`config.mk`:
```
export PLATFORM = sky130hd
export DESIGN_NAME = shift_engine_flat
export DESIGN_NICKNAME = d
export VERILOG_FILES = /design/src/rtl/shift_engine_pkg.sv /design/src/rtl/shift_engine_if.sv /design/src/rtl/shift_step_counter.sv /design/src/rtl/shift_engine.sv /design/src/flat_wrapper.sv
export SDC_FILE = /design/constraint.sdc
export NUM_CORES = 1
export LEC_CHECK = 0
export CAP_MARGIN = 15
export CORE_ASPECT_RATIO = 2
export CORE_MARGIN = 2
export CORE_UTILIZATION = 42
export DETAILED_ROUTE_END_ITERATION = 12
export PLACE_DENSITY = 0.77
export SLEW_MARGIN = 20
export SYNTH_ARGS = -nofsm -noshare
export SYNTH_HDL_FRONTEND = slang
export SYNTH_HIERARCHICAL = 1
export SYNTH_SLANG_ARGS = --single-unit
```
`constraint.sdc`:
```
create_clock -name clk -period 2.01 [get_ports clk]
set_input_delay 0.3015 -clock clk [delete_from_list [all_inputs] [get_ports clk]]
set_output_delay 0.3015 -clock clk [all_outputs]
set_load 0.005 [all_outputs]
```
`src/rtl/shift_engine_pkg.sv`:
```
// shift_engine_pkg: shared types for the shift engine (burst op codes and FSM states)
package shift_engine_pkg;
  typedef enum logic [1:0] {SHIFT1 = 2'd0, SHIFT2 = 2'd1, ROT1 = 2'd2, ROT2 = 2'd3} op_t;
  typedef enum logic [1:0] {IDLE = 2'd0, RUN = 2'd1, DONE = 2'd2} state_t;
endpackage

```
`src/rtl/shift_engine_if.sv`:
```
// shift_engine_if: control/data bundle of the shift engine
//   master (driver side): load, d, start, op, dir, count, step_en, ser_in -> engine
//   slave  (engine side): q, ser_out_l, ser_out_r, busy, done, remaining -> driver
interface shift_engine_if
  import shift_engine_pkg::*;
#(
  parameter int N  = 26,
  parameter int CW = $clog2(N + 1)
);
  logic          load;
  logic [N-1:0]  d;
  logic          start;
  op_t           op;
  logic          dir;
  logic [CW-1:0] count;
  logic          step_en;
  logic [1:0]    ser_in;
  logic [N-1:0]  q;
  logic [1:0]    ser_out_l;
  logic [1:0]    ser_out_r;
  logic          busy;
  logic          done;
  logic [CW-1:0] remaining;
  modport master (
    output load, d, start, op, dir, count, step_en, ser_in,
    input  q, ser_out_l, ser_out_r, busy, done, remaining
  );
  modport slave (
    input  load, d, start, op, dir, count, step_en, ser_in,
    output q, ser_out_l, ser_out_r, busy, done, remaining
  );
endinterface

```
`src/rtl/shift_step_counter.sv`:
```
// shift_step_counter: burst step counter (load, decrement, zero/last flags)
//   clk, rst_n     : clock, async active-low reset
//   i_load/i_count : load a new step count
//   i_dec          : consume one step
//   o_remaining    : steps left; o_zero when none left; o_last when one left
module shift_step_counter #(
  parameter int CW = 5
) (
  input  logic          clk,
  input  logic          rst_n,
  input  logic          i_load,
  input  logic [CW-1:0] i_count,
  input  logic          i_dec,
  output logic [CW-1:0] o_remaining,
  output logic          o_zero,
  output logic          o_last
);
  logic [CW-1:0] r_rem;
  always_ff @(posedge clk or negedge rst_n)
    if (!rst_n) r_rem <= '0;
    else if (i_load) r_rem <= i_count;
    else if (i_dec) r_rem <= r_rem - 1'b1;
  assign o_remaining = r_rem;
  assign o_zero      = r_rem == '0;
  assign o_last      = r_rem == CW'(1);
endmodule

```
`src/rtl/shift_engine.sv`:
```
// shift_engine: N-bit shift/rotate register executing step_en-paced bursts of 1- or 2-bit steps
//   clk, rst_n : clock, async active-low reset
//   bus        : slave side of shift_engine_if (load/start/op/dir/count/step_en/ser_in in,
//                q/ser_out_l/ser_out_r/busy/done/remaining out)
module shift_engine
  import shift_engine_pkg::*;
#(
  parameter int N  = 26,
  parameter int CW = $clog2(N + 1)
) (
  input  logic          clk,
  input  logic          rst_n,
  shift_engine_if.slave bus
);
  state_t       r_state, w_next;
  op_t          r_op;
  logic         r_dir;
  logic [N-1:0] r_q;
  logic         w_go, w_step, w_zero, w_last, w_two, w_rot, w_fill1;
  logic [1:0]   w_fill2;
  logic [N-1:0] w_step1, w_step2;
  assign w_go   = r_state == IDLE && bus.start && !bus.load;
  assign w_step = r_state == RUN && bus.step_en && !w_zero;
  shift_step_counter #(.CW(CW)) u_cnt (
    .clk         (clk),
    .rst_n       (rst_n),
    .i_load      (w_go),
    .i_count     (bus.count),
    .i_dec       (w_step),
    .o_remaining (bus.remaining),
    .o_zero      (w_zero),
    .o_last      (w_last)
  );
  always_ff @(posedge clk or negedge rst_n)
    if (!rst_n) r_state <= IDLE;
    else r_state <= w_next;
  always_comb
    w_next = r_state == IDLE ? (w_go ? (bus.count == '0 ? DONE : RUN) : IDLE) :
             r_state == RUN  ? (w_step && w_last ? DONE : RUN) : IDLE;
  always_comb begin
    bus.busy = r_state == RUN;
    bus.done = r_state == DONE;
  end
  // Rotations feed back the bits shifted out; shifts take them from ser_in.
  assign w_two   = r_op == SHIFT2 || r_op == ROT2;
  assign w_rot   = r_op == ROT1 || r_op == ROT2;
  assign w_fill1 = w_rot ? (r_dir ? r_q[0] : r_q[N-1]) : bus.ser_in[0];
  assign w_fill2 = w_rot ? (r_dir ? r_q[1:0] : r_q[N-1:N-2]) : bus.ser_in;
  assign w_step1 = r_dir ? {w_fill1, r_q[N-1:1]} : {r_q[N-2:0], w_fill1};
  assign w_step2 = r_dir ? {w_fill2, r_q[N-1:2]} : {r_q[N-3:0], w_fill2};
  always_ff @(posedge clk or negedge rst_n)
    if (!rst_n) begin
      r_q   <= '0;
      r_op  <= SHIFT1;
      r_dir <= 1'b0;
    end else begin
      if (r_state == IDLE && bus.load) r_q <= bus.d;
      else if (w_step) r_q <= w_two ? w_step2 : w_step1;
      if (w_go) begin
        r_op  <= bus.op;
        r_dir <= bus.dir;
      end
    end
  assign bus.q         = r_q;
  assign bus.ser_out_l = r_q[N-1:N-2];
  assign bus.ser_out_r = r_q[1:0];
endmodule

```
`src/flat_wrapper.sv`:
```
// flat-port wrapper written by rule: the top's interface ports become plain ports
module shift_engine_flat import shift_engine_pkg::*;
#(
  parameter int N  = 26,
  parameter int CW = $clog2(N + 1)
)
  (clk, rst_n, bus_load, bus_d, bus_start, bus_op, bus_dir, bus_count, bus_step_en, bus_ser_in, bus_q, bus_ser_out_l, bus_ser_out_r, bus_busy, bus_done, bus_remaining);
  shift_engine_if #(.N(N), .CW(CW)) bus_i ();
  input  logic clk;
  input  logic rst_n;
  input wire logic [$bits(bus_i.load)-1:0] bus_load;
  input wire logic [$bits(bus_i.d)-1:0] bus_d;
  input wire logic [$bits(bus_i.start)-1:0] bus_start;
  input wire logic [$bits(bus_i.op)-1:0] bus_op;
  input wire logic [$bits(bus_i.dir)-1:0] bus_dir;
  input wire logic [$bits(bus_i.count)-1:0] bus_count;
  input wire logic [$bits(bus_i.step_en)-1:0] bus_step_en;
  input wire logic [$bits(bus_i.ser_in)-1:0] bus_ser_in;
  output wire logic [$bits(bus_i.q)-1:0] bus_q;
  output wire logic [$bits(bus_i.ser_out_l)-1:0] bus_ser_out_l;
  output wire logic [$bits(bus_i.ser_out_r)-1:0] bus_ser_out_r;
  output wire logic [$bits(bus_i.busy)-1:0] bus_busy;
  output wire logic [$bits(bus_i.done)-1:0] bus_done;
  output wire logic [$bits(bus_i.remaining)-1:0] bus_remaining;
  assign bus_i.load = bus_load;
  assign bus_i.d = bus_d;
  assign bus_i.start = bus_start;
  assign bus_i.op = bus_op;
  assign bus_i.dir = bus_dir;
  assign bus_i.count = bus_count;
  assign bus_i.step_en = bus_step_en;
  assign bus_i.ser_in = bus_ser_in;
  assign bus_q = bus_i.q;
  assign bus_ser_out_l = bus_i.ser_out_l;
  assign bus_ser_out_r = bus_i.ser_out_r;
  assign bus_busy = bus_i.busy;
  assign bus_done = bus_i.done;
  assign bus_remaining = bus_i.remaining;
  shift_engine #(.N(N), .CW(CW)) u_core (.clk(clk), .rst_n(rst_n), .bus(bus_i));
endmodule
```
==> impl_metrics.tcl, run 1 <==
set metrics [dict create \
    clk_pin_slew_ns 0.06 \
    yosys_register_bits 36 \
    max_clock_freq_mhz 528 \
    ys_seq_area_share_pct 37.3 \
    critPathKind "reg2reg" \
    rows 39 \
    drc 0 \
    placed_cells_incl_taps 354 \
    ys_warn_count 6 \
    portBuffers 77 \
    cts_setup_buffers 0 \
    synthToLayoutAreaGrowth_pct 41.5 \
    tightest_slew_ns 0.600 \
    die-height_um 111 \
    grt_pass1_vias 2138 \
    fin_ws_ns 0.115 \
    holdWs_ns -0.0149 \
    firstDrtPassIters 5 \
    fillerInstances 463 \
    wl_per_cell_um 17.7 \
    coreArea_um2 5610 \
    drive_gt1_share_pct 19.6 \
    path_cells "nor3_1 > and2_1 > and4bb_4 > nor2_4 > a22oi_1 > nand2_1" \
    critPathArrivalTime_ns 2.11 \
    syn_inst 223 \
    clock-root-buffer "clkbuf_16" \
    r2r-end "u_core/bus.q[21]" \
    r2r_cells 6 \
    routed_wl_um 6400 \
    clockBufferDepth 2 \
    required_ns 2.23 \
    antenna_found_initial 0 \
    max_stage_delay_ns 0.47 \
    die_x_um 57.6 \
    crit_family "simple AND/OR/NAND/NOR gates" \
    pin_count 78 \
    hold_viol 17 \
    cts_buffers 5 \
    pre_cts_ws_ns 0.134 \
    setup_viol 0 \
    power_density_nw_per_um2 1640 \
    syn_nets 266 \
    violations "hold timing" \
    dieArea_um2 6420 \
    clk_latency_ns 0.28 \
    rsz0062_at_grt "false" \
    htree_levels 2 \
    drv_slew 0 \
    syn_area_um2 2420 \
    place.gp.congestion 0.812 \
    p_leak_nw 1.42 \
    detail-route-antenna-nets 0 \
    vias 2138 \
    crit_buf_inv 0 \
    period_needed_ns 1.89 \
    cts_resized 0 \
    cts_tree "built" \
    peakVddDrop_v 0.00121 \
    cap_violations 0 \
    grt_pass1_wl_um 10400 \
    worst_path_max_delay_cell "nor2_4" \
    r2r_start "u_core/u_cnt/o_remaining[3]" \
    numClockSinks 36 \
    startpoint "u_core/u_cnt/o_remaining[3]" \
    finalCritPeriodShare_pct 94.3 \
    power_mw 5.59 \
    relSlewSlack_pct 59.9 \
    synth_cell_type_count 39 \
    worst-r2r-setup-slack_ns 0.12 \
    drt_iter0_markers 102 \
    fin_cells 362 \
    antenna_cells 0 \
    worstSetupStartpointType "flip-flop" \
    finClkSkew_ns 0.00697 \
    grt_usage_pct 20.6 \
    hold_class "in2async" \
    hpwl_um 4490 \
    syn_avg_cell_area_um2 10.8 \
    initial_core_util_pct 43.1 \
    via_per_inst 5.91 \
    overflow 0 \
    path_max_fanout 25 \
    critPathCaptureType "flip-flop" \
    grt_max_degree 26 \
    nets 343 \
    outcome "finished with violations" \
]
## logic make-up (layout without fill, tap and decap cells)
family | Yosys count | after routing | synth area share [%]
compound gates | 44 | 44 | 12.7
buf+inv | 24 | 102 | 5.38
simple gates | 83 | 83 | 18.1
xor+xnor | 4 | 4 | 1.45
flops | 36 | 36 | 37.3
mux | 30 | 30 | 24.0
fa+ha+maj | 2 | 2 | 1.04
## layer usage
metal	routed length (µm)	vias to the layer above	track usage, %
li1	-	979	-
met1	2440	1044	26.7
met2	3340	106	32.9
met3	536	9	5.48
met4	85	0	6.82
met5	0	-	0
## cell usage after synthesis
cell      number  area (µm²)
o221ai_1       1        8.76
mux2_2         4        45.0
clkbuf_1       2        7.51
o211ai_2       1        12.5
a21o_1         1        7.51
nor2_1         2        7.51
nor2_4         1        11.3
nand3b_1       1        7.51
nor4b_4        2        47.6
nand2_1       58         218
xnor2_1        2        17.5
nor3_1         3        15.0
nor3b_4        1        18.8
and4bb_2       1        12.5
mux2i_1        4        40.0
and4bb_4       1        16.3
xor2_1         2        17.5
or4_1          1        7.51
inv_1          4        15.0
and2b_1        1        7.51
dfrtp_1       36         901
nand4b_1       1        8.76
buf_1          1        3.75
buf_6          1        11.3
nand2b_1       4        25.0
o22ai_1        1        6.26
ha_1           2        25.0
a21bo_2        1        10.0
and2_1         3        18.8
o21ai_0        9        45.0
nand3_1        2        10.0
buf_2         11        55.1
a21oi_1        4        20.0
and3_1         1        6.26
a221o_1        1        10.0
o211ai_1       1        7.51
a22oi_1       24         180
buf_4          5        37.5
mux4_2        22         495
## placed cells by master (no fill, tap or decap), drive strengths merged, types with 6 or more instances in the layout
cell / count
mux4: 22
nand2: 58
dfrtp: 36
buf: 14
o21ai: 9
a22oi: 24
clkbuf: 6
clkdlybuf4s50: 76
## layout make-up
| class | count | area (µm²) | area share, % |
|---|---|---|---|
| clock buffers | 6 | 139 | 4.06 |
| clock inverters | 2 | 10.0 | 0.293 |
| inverters | 4 | 15.0 | 0.439 |
| multi-input cells | 163 | 1390 | 40.6 |
| flip-flops and latches | 36 | 903 | 26.4 |
| well taps | 61 | 76.3 | 2.23 |
| repair buffers | 90 | 888 | 26.0 |
## stage by stage
| stage | setup TNS (ns) | instance area, µm² | utilization [%] | hold WS, ns |
|---|---|---|---|---|
| 2_1_floorplan | -0.0235 | 2430 | - | 0.00591 |
| 3_3_place_gp | 0 | 3270 | 58.3 | 0.289 |
| 3_5_place_dp | 0 | 3270 | 58.3 | 0.299 |
| 4_1_cts | 0 | 3420 | 61.0 | 0.00138 |
| 5_1_grt | 0 | 3420 | 61.0 | 0.00851 |
| 6_report | 0 | 3420 | 61.0 | -0.0149 |
## timing repair
action | in CTS | in global routing
endpoints found under the hold margin | 0 | 0
hold buffers | 0 | 0
setup endpoints to repair | 0 | 1
## state kept, by name, indices dropped and copies added (netlist names)
name	count
u_core/r_op	2
u_core/r_state	2
u_core/r_dir	1
u_core/bus.q	26
u_core/u_cnt/o_remaining	5
## power breakdown
| group | internal, mW | total, mW | switching [mW] |
|---|---|---|---|
| clock network | 0.488 | 0.787 | 0.299 |
| logic | 1.94 | 3.17 | 1.23 |
| registers | 1.09 | 1.64 | 0.549 |
| total | 3.52 | 5.59 | 2.08 |
## worst max path at each step
stage / endpoint / slack, ns / depth (start not counted)
after floorplan: u_core/u_cnt/o_remaining[3] / -0.02 / 9
after global placement: u_core/u_cnt/o_remaining[3] / 0.18 / 3
after detailed placement: u_core/u_cnt/o_remaining[3] / 0.13 / 3
after CTS: u_core/bus.q[21] / 0.10 / 6
after global routing: u_core/bus.q[7] / 0.02 / 6
final: u_core/bus.q[21] / 0.12 / 6
Note: power is estimated with default switching activity, not from simulation.
==> run 2: changes to the inputs <==
--- a/config.mk
+++ b/config.mk
@@ -8,10 +8,10 @@
 export CAP_MARGIN = 15
 export CORE_ASPECT_RATIO = 2
 export CORE_MARGIN = 2
-export CORE_UTILIZATION = 42
+export CORE_UTILIZATION = 47
 export DETAILED_ROUTE_END_ITERATION = 12
-export PLACE_DENSITY = 0.77
-export SLEW_MARGIN = 20
+export PLACE_DENSITY = 0.81
+export SLEW_MARGIN = 40
 export SYNTH_ARGS = -nofsm -noshare
 export SYNTH_HDL_FRONTEND = slang
 export SYNTH_HIERARCHICAL = 1
==> constraint.sdc (replaced) <==
create_clock -name clk -period 1.9 [get_ports clk]
set_input_delay 0.285 -clock clk [delete_from_list [all_inputs] [get_ports clk]]
set_output_delay 0.285 -clock clk [all_outputs]
set_load 0.01 [all_outputs]
==> impl_metrics.tcl, run 2 (synthesis gave the netlist of run 1 again) <==
set metrics [dict create \
    outcome "completed" \
    grt_pass1_wl_um 9770 \
    routed_wl_um 6550 \
    pre_cts_ws_ns 0.00749 \
    power_mw 6.04 \
    worst-path-stages 7 \
    max_stage_delay_ns 0.40 \
    worstSetupStartpointType "flip-flop" \
    critPathArrivalTime_ns 2.01 \
    nets 351 \
    grt_pass1_vias 2133 \
    htree_levels 2 \
    p_int_mw 3.64 \
    place.gp.congestion 0.768 \
    hold_viol 0 \
    pin_count 78 \
    finClkSkew_ns 0.00905 \
    drive_gt1_share_pct 22.7 \
    rows 37 \
    synthToLayoutAreaGrowth_pct 44.3 \
    p_seq_share_pct 29.1 \
    p_comb_share_pct 61.5 \
    max_clock_freq_mhz 544 \
    cts_tree "built" \
    worst_path_max_delay_cell "and4bb_4" \
    crit_buf_inv 1 \
    peakVddDrop_v 0.00135 \
    relSlewSlack_pct 66.9 \
    p_clk_share_pct 9.4 \
    die-height_um 105 \
    drv_slew 0 \
    critPathKind "reg2reg" \
    initial_core_util_pct 47.9 \
    antenna_found_initial 0 \
    fin_ws_ns 0.0603 \
    detail-route-antenna-nets 0 \
    finalCritPeriodShare_pct 96.8 \
    critPathCaptureType "flip-flop" \
    portBuffers 77 \
    swShare_pct 39.7 \
    drc 0 \
    period_needed_ns 1.84 \
    firstDrtPassIters 4 \
    clk_latency_ns 0.29 \
    power_switching_mw 2.40 \
    clock-root-buffer "clkbuf_8" \
    crit_family "simple AND/OR/NAND/NOR gates" \
    r2r_cells 7 \
    tightest_slew_ns 0.497 \
    layout.cells.most_common "clkdlybuf4s50_1" \
    wl_per_cell_um 17.9 \
    overflow 0 \
    path_cells "inv_2 > ha_4 > and2_4 > and4bb_4 > nor4b_4 > xor2_1 > mux2_2" \
    clockBufferDepth 2 \
    antenna_cells 0 \
    worst-r2r-setup-slack_ns 0.06 \
    hold_class "in2async" \
    grt_max_degree 32 \
    mostFrequentLayoutCells "76 x clkdlybuf4s50_1, 58 x nand2_1, 33 x dfrtp_1" \
    clk_pin_slew_ns 0.07 \
    finalSetupTns_ns 0 \
    coreArea_um2 5050 \
    path_max_fanout 6 \
    numClockSinks 36 \
    vias 2220 \
    cts_buffers 5 \
    drt_iter0_markers 82 \
    via_per_inst 6.05 \
    dieArea_um2 5770 \
    p_leak_nw 1.44 \
    grt_usage_pct 22.4 \
    largest_reg_flops 26 \
    setup_viol 0 \
    die_x_um 54.7 \
    required_ns 2.07 \
    hpwl_um 4420 \
    power_density_nw_per_um2 1730 \
    cap_violations 0 \
]
run 2: path summary, 6_finish.rpt:
check	start	endpoint
max	u_core/u_cnt/o_remaining[1]	u_core/u_cnt/o_remaining[3]
min	rst_n	u_core/r_state[0]
max reg2reg	u_core/u_cnt/o_remaining[1]	u_core/u_cnt/o_remaining[3]
min reg2reg	u_core/bus.q[11]	u_core/bus.q[11]
max in group asynchronous	rst_n	u_core/u_cnt/o_remaining[0]
min in group clk	bus_op[0]	u_core/r_op[0]
run 2: timing repair:
action / in CTS / in global routing
endpoints found under the hold margin: 5 / 0
endpoints found under the setup margin: 6 / 29
pin swaps: 1 / 3
buffers inserted: 0 / 7
resized for setup: 0 / 3
gates cloned: 0 / 2
hold buffers: 1 / 0
run 2: metrics by stage:
step / cells / utilization, % / hold slack (ns) / area [µm²]
2_1_floorplan: 223 / - / -0.0106 / 2440
3_3_place_gp: 349 / 65.2 / 0.118 / 3290
3_5_place_dp: 349 / 65.2 / 0.124 / 3290
4_1_cts: 358 / 67.2 / 0.362 / 3390
5_1_grt: 367 / 69.1 / 0.371 / 3490
6_report: 367 / 69.1 / 0.358 / 3490
run 2: per-layer routing:
metal,GRT usage [%],share of wire [%],up-vias
li1,-,-,994
met1,30.8,38,1087
met2,35.1,51,122
met3,3.68,7.8,17
met4,7.50,2.7,0
met5,0,0,-
run 2: final cells by class:
cell class / instances / area [µm²]
tap: 58 / 72.6
fill: 372 / 1560
clock inverter: 1 / 7.51
clock buffer: 7 / 86.3
inverter: 4 / 15.0
sequential: 36 / 905
multi-input combinational: 164 / 1420
timing repair buffer: 97 / 983
run 2: worst reg2reg max path, delay by kind of cell, from the launching register on:
| kind | cells | cell delay [ns] |
|---|---|---|
| AND/OR/NAND/NOR | 3 | 0.79 |
| flip-flops | 1 | 0.37 |
| multiplexers | 1 | 0.26 |
| adder cells (fa/ha/maj) | 1 | 0.16 |
| XOR/XNOR | 1 | 0.10 |
| buffers and inverters | 1 | 0.06 |
run 2: power by group through the flow:
stage          logic, mW  registers, mW  clock network [mW]
2_1_floorplan       2.17           1.74                   0
3_3_place_gp        3.42           1.71                   0
3_5_place_dp        3.52           1.75                   0
4_1_cts             3.54           1.74               0.584
5_1_grt             4.00           1.83               0.606
6_report            3.72           1.76               0.568
